[src/rtl/aes_key_schedule.sv]
// Sequential AES-128 key schedule: one KeyExpansion round per clock into an
// 11-entry round-key bank with a registered read port. Optional macro: KS_STREAM_EN.
module aes_key_schedule #(
  parameter int NR = 10,
  parameter int AW = 4
) (
  input  logic          clk,
  input  logic          rst_n,
  input  logic          start,
  input  logic [127:0]  key_in,
  output logic          busy,
  output logic          done,
  output logic          keys_ready,
  input  logic [AW-1:0] rk_idx,
  output logic [127:0]  rk_data
`ifdef KS_STREAM_EN
  ,
  output logic          rk_valid,
  output logic [127:0]  rk_stream
`endif
);

  // Forward S-box, entry 0 in the most significant byte.
  localparam logic [2047:0] SBOX = {
    128'h637c777bf26b6fc53001672bfed7ab76, 128'hca82c97dfa5947f0add4a2af9ca472c0,
    128'hb7fd9326363ff7cc34a5e5f171d83115, 128'h04c723c31896059a071280e2eb27b275,
    128'h09832c1a1b6e5aa0523bd6b329e32f84, 128'h53d100ed20fcb15b6acbbe394a4c58cf,
    128'hd0efaafb434d338545f9027f503c9fa8, 128'h51a3408f929d38f5bcb6da2110fff3d2,
    128'hcd0c13ec5f974417c4a77e3d645d1973, 128'h60814fdc222a908846eeb814de5e0bdb,
    128'he0323a0a4906245cc2d3ac629195e479, 128'he7c8376d8dd54ea96c56f4ea657aae08,
    128'hba78252e1ca6b4c6e8dd741f4bbd8b8a, 128'h703eb5664803f60e613557b986c11d9e,
    128'he1f8981169d98e949b1e87e9ce5528df, 128'h8ca1890dbfe6426841992d0fb054bb16
  };

  typedef enum logic [1:0] {IDLE, EXPAND, FINISH} state_t;

  function automatic logic [7:0] sbox(input logic [7:0] x);
    return SBOX[8*(255 - int'(x)) +: 8];
  endfunction

  function automatic logic [7:0] xtime(input logic [7:0] b);
    return {b[6:0], 1'b0} ^ (b[7] ? 8'h1b : 8'h00);
  endfunction

  function automatic logic [127:0] key_expand(input logic [127:0] k, input logic [7:0] rc);
    logic [31:0] rot, temp, n0, n1, n2, n3;
    rot  = {k[23:0], k[31:24]};
    temp = {sbox(rot[31:24]), sbox(rot[23:16]), sbox(rot[15:8]), sbox(rot[7:0])}
           ^ {rc, 24'h0};
    n0   = k[127:96] ^ temp;
    n1   = k[95:64]  ^ n0;
    n2   = k[63:32]  ^ n1;
    n3   = k[31:0]   ^ n2;
    return {n0, n1, n2, n3};
  endfunction

  state_t        state, state_next;
  logic [AW-1:0] rnd;
  logic [AW-1:0] prev_idx;
  logic [7:0]    rc;
  logic [127:0]  bank [NR+1];
  logic [127:0]  expanded;

  assign prev_idx = (rnd == '0) ? '0 : rnd - AW'(1);
  assign expanded = key_expand(bank[prev_idx], rc);

  always_ff @(posedge clk or negedge rst_n) begin
    if (!rst_n) state <= IDLE;
    else        state <= state_next;
  end

  // NOTE: every signal written in always_comb gets a default first, so no path can infer a latch.
  always_comb begin
    state_next = state;
    case (state)
      IDLE:    if (start) state_next = EXPAND;
      EXPAND:  if (int'(rnd) == NR) state_next = FINISH;
      FINISH:  state_next = IDLE;
      default: state_next = IDLE;
    endcase
  end

  // NOTE: sequential state uses non-blocking assignments so every register samples pre-edge values.
  // NOTE: the bank is a flop array, not RAM, so it can and must clear on reset.
  always_ff @(posedge clk or negedge rst_n) begin
    if (!rst_n) begin
      busy       <= 1'b0;
      done       <= 1'b0;
      keys_ready <= 1'b0;
      rnd        <= '0;
      rc         <= 8'h01;
      for (int i = 0; i <= NR; i++) bank[i] <= '0;
    end else begin
      done <= 1'b0;
      case (state)
        IDLE: if (start) begin
          bank[0]    <= key_in;
          rnd        <= AW'(1);
          rc         <= 8'h01;
          keys_ready <= 1'b0;
          busy       <= 1'b1;
        end
        EXPAND: begin
          bank[rnd] <= expanded;
          rc        <= xtime(rc);
          rnd       <= rnd + AW'(1);
        end
        FINISH: begin
          done       <= 1'b1;
          keys_ready <= 1'b1;
          busy       <= 1'b0;
          rnd        <= '0;
        end
        default: ;
      endcase
    end
  end

  // Read port runs in every state; indices past the last round key read as zero.
  always_ff @(posedge clk or negedge rst_n) begin
    if (!rst_n)                 rk_data <= '0;
    else if (int'(rk_idx) <= NR) rk_data <= bank[rk_idx];
    else                        rk_data <= '0;
  end

`ifdef KS_STREAM_EN
  always_ff @(posedge clk or negedge rst_n) begin
    if (!rst_n) begin
      rk_valid  <= 1'b0;
      rk_stream <= '0;
    end else begin
      rk_valid <= 1'b0;
      if (state == IDLE && start) begin
        rk_valid  <= 1'b1;
        rk_stream <= key_in;
      end else if (state == EXPAND) begin
        rk_valid  <= 1'b1;
        rk_stream <= expanded;
      end
    end
  end
`endif

endmodule

[config.mk]
export PLATFORM = sky130hd
export DESIGN_NAME = aes_key_schedule
export DESIGN_NICKNAME = d
export VERILOG_FILES = /design/src/rtl/aes_key_schedule.sv
export SDC_FILE = /design/constraint.sdc
export NUM_CORES = 2
export LEC_CHECK = 0
export CAP_MARGIN = 20
export CORE_MARGIN = 5
export CORE_UTILIZATION = 35
export CTS_BUF_LIST = sky130_fd_sc_hd__clkbuf_4
export CTS_CLUSTER_SIZE = 30
export DETAILED_ROUTE_END_ITERATION = 16
export PLACE_DENSITY = 0.47
export SYNTH_ARGS = -nofsm -noshare
export SYNTH_HDL_FRONTEND = slang
export SYNTH_SLANG_ARGS = --single-unit
export TNS_END_PERCENT = 5
[constraint.sdc]
create_clock -name clk -period 8.85 [get_ports clk]
set_input_delay 2.2125 -clock clk [delete_from_list [all_inputs] [get_ports clk]]
set_output_delay 2.2125 -clock clk [all_outputs]
set_load 0.1 [all_outputs]
==> results by group <==
Outcome
  • Status: finished clean

STA
  • Clock Skew: between 0.2 and 0.25 ns
  • # setup viols final: 0
  • Unrepaired setup endpoints after global routing: false
  • Final min period: between 8 and 9 ns
  • Max frequency: approximately 120 MHz
  • Slew Limit Fails: 0
  • Final hold violations: 0
  • TNS Setup: 0 ns
  • Slew HR: between 10% and 20%
  • Fin crit share: between 90% and 100%
  • Least-Margin Pin Slew: between 1 and 1.5 ns

Placed design
  • DP Cell Count: between 10000 and 15000
  • Post-detail-place hpwl: between 300000 and 400000 um
  • Port Buffers: about 270
  • RD Place Congestion: 0.985

Routing
  • Met2 wire length: between 200000 and 250000 um
  • WL met3: roughly 45000 um
  • DRT met1 WL: 205000 um
  • Top Layer Used: met5
  • Drt pass-1 iters: 9
  • Wire length per cell: about 34 um
  • Initial drt markers: roughly 11000
  • Vias per cell: between 6 and 7
  • DRT Wirelength: 491000 um
  • Post-route ant nets: 0
  • Vias: between 90000 and 100k
  • Residual DRC: 0

Worst setup path
  • R2r setup slk: 0.43 ns
  • CP Max Fanout: 35
  • CP Data Required Time: 10.07 ns
  • Critical path type: reg2reg
  • R2R Path Start: rnd[0]$_DFFE_PN0P_
  • Cell mode on critical path: buf_4
  • Crit-path cells: inv_2 > ha_4 > or2_4 > or3_1 > and3_1 > o211ai_1 > buf_4 > inv_2 > ha_1 > buf_4 > mux2i_1 > a221o_1 > a21oi_1 > a2111oi_0 > a211oi_1 > xor2_2 > xnor2_2 > buf_6 > xnor2_1 > buf_4 > o21ai_0
  • Critical Path Start Type: flop
  • RR Endpoint: bank[0]$_DFFE_PN0P_
  • R2R cell count: 21
  • Max incr delay on CP: 0.80 ns
  • Slowest cell on crit path: xor2_2
  • Crit path DAT: about 9.6 ns
  • CP endpoint kind: flop

Cells and area
  • Non-filler cells, final: roughly 14000
  • Nets: between 10000 and 15000
  • Util after Layout: 40.0%
  • Area Overhead vs Synth: 13.8%
  • Fraction of layout cells with a size suffix above 1: 15.4%

Synthesis
  • Synth top cells by count: nand2_1 (1914), dfrtp_1 (1552), o21ai_0 (1521)
  • Synth warn: 0
  • Synth Flop Type: dfrtp_1
  • Post-synth top area share: around two fifths
  • Distinct cells, synth: 106
  • Most frequent cell after synthesis: nand2_1
  • Register area share after synthesis: between 40% and 50%
  • Ys async rst share: between 90% and 100%
  • Syn avg cell area: just under 9 um^2
  • Yosys reg bits: 1553
  • Number of flops mapped to enable cells by yosys: 0
  • Mapped Area: 93300 um^2
  • Yosys top cell by area: dfrtp_1
  • Syn Inst Count: about 11000
  • Mapped Nets: approximately 11000
  • Top post-synthesis cells by area: dfrtp_1 (42%), o21ai_0 (8.2%), nand2_1 (7.7%)

Global routing
  • Vias in the first global route: 89660
  • Total grt overflow: 0
  • GRT Overall Usage: around a third
  • Global-route wire length before repair: about 700000 um
  • Initial antenna violation count: 29
  • Largest net degree at the start of global routing: 155

CTS
  • Htree depth: 5
  • Worst-case clock buffer depth: 4
  • Post-CTS Resized: 0
  • Hold buffers post-CTS: 0
  • Clk slew on worst S/H paths: ~0.070 ns
  • Postcts setup bufs: 0
  • CTS tree: done
  • CTS buffer count: between 400 and 500
  • Clock sinks: 1553
  • Clock Root Buffer: clkbuf_4
  • Clk_lat worst skew: 1.48 ns

Hold path
  • Min-delay src: bank[518]$_DFFE_PN0P_
  • HP Class: reg2reg
  • Min-Delay Endpoint: bank[518]$_DFFE_PN0P_
  • Hold depth: 2

Job
  • Max-Cap Viols: 0

Floorplanning
  • Die Ht: about 530 um
  • Ports: 266
  • Cell row count: about 190
  • Initial core utilization: 35.2%
  • Die area: ~280000 um^2
  • Die span in x: ~530 um
  • Core Region: around 270000 um^2
==> worst max path at each step <==
stage / start / end / slack [ns] / depth (start not counted)
floorplan: rnd[0]$_DFFE_PN0P_ / bank[147]$_DFFE_PN0P_ / 1.67 / 29
global placement: rnd[0]$_DFFE_PN0P_ / bank[128]$_DFFE_PN0P_ / 0.22 / 20
detailed placement: rnd[0]$_DFFE_PN0P_ / bank[0]$_DFFE_PN0P_ / 0.13 / 20
CTS: rnd[0]$_DFFE_PN0P_ / bank[0]$_DFFE_PN0P_ / 0.12 / 20
global route: rnd[1]$_DFFE_PN0P_ / bank[1280]$_DFFE_PN0P_ / 0.31 / 20
finish: rnd[0]$_DFFE_PN0P_ / bank[0]$_DFFE_PN0P_ / 0.43 / 21
==> worst max-delay path, delay by kind of cell (launching register included) <==
| kind | cells | cell delay [ns] |
|---|---|---|
| AO/OA/AOI/OAI | 6 | 2.17 |
| XOR/XNOR | 3 | 1.33 |
| adder cells (fa/ha/maj) | 2 | 1.00 |
| buffers and inverters | 6 | 1.80 |
| flip-flops | 1 | 0.50 |
| multiplexers | 1 | 0.14 |
| AND/OR/NAND/NOR | 3 | 1.32 |
==> kinds of logic after synthesis <==
group	share of synthesized area [%]
AOI/OAI and AO/OA	26.5
and+or+nand+nor	12.9
DFF	41.6
xor gates and xnor gates	1.88
adders and majority gates	0.845
buffers and inverters	5.49
muxes	10.8
==> routing by layer <==
| metal | global-route usage, % | vias up |
|---|---|---|
| met4 | 17.1 | 18 |
| met1 | 46.4 | 46201 |
| met3 | 7.87 | 1189 |
| met2 | 51.2 | 5121 |
| li1 | - | 39258 |
| met5 | 0 | - |
==> cells in the final DEF (no fill, tap or decap), types with 33 or more instances in the layout <==
| cell | n |
|---|---|
| a221o_1 | 80 |
| ha_1 | 60 |
| buf_4 | 462 |
| a222oi_1 | 91 |
| nor2_1 | 534 |
| nand2_1 | 1909 |
| inv_1 | 38 |
| a31oi_1 | 88 |
| o2111ai_1 | 44 |
| nand3_1 | 130 |
| mux2i_1 | 366 |
| a211oi_1 | 105 |
| o31ai_1 | 39 |
| a311oi_1 | 54 |
| a2bb2oi_1 | 48 |
| a21oi_1 | 712 |
| clkdlybuf4s50_1 | 257 |
| o21ai_0 | 1518 |
| mux2_2 | 45 |
| clkinv_1 | 89 |
| o211ai_1 | 75 |
| a22o_1 | 95 |
| dfrtp_1 | 1551 |
| nor4_1 | 33 |
| buf_12 | 44 |
| nor3_1 | 94 |
| xor2_1 | 72 |
| o22ai_1 | 322 |
| xnor2_1 | 91 |
| o221ai_1 | 80 |
| clkbuf_4 | 656 |
| a22oi_1 | 64 |
| mux4_2 | 261 |
| a221oi_1 | 110 |
==> per-stage QoR <==
step,cell area (um^2),hold WS (ns),setup slack (ns)
global placement,100000,0.477,0.215
detailed placement,101000,0.490,0.127
floorplan,93300,0.458,1.67
CTS,106000,0.502,0.123
global route,106000,0.525,0.312
finish,106000,0.501,0.431
==> final cells by class <==
type	instances	area, um^2
clock buffer	656	4920
antenna	14	35.0
clock inverter	123	637
fill	26826	159000
multi-input combinational	7763	50000
sequential	1553	38900
timing repair buffer	777	7100
inverter	51	196
tap	3533	4420
==> sequential cells by signal, indices dropped and copies added (netlist names) <==
| register | count |
|---|---|
| bank | 1408 |
| busy | 1 |
| done | 1 |
| keys_ready | 1 |
| rc | 8 |
| rk_data | 128 |
| rnd | 4 |
| state | 2 |
Power is not shown: default switching activity piles up to over one toggle a cycle in this logic, so the estimate is an artifact.
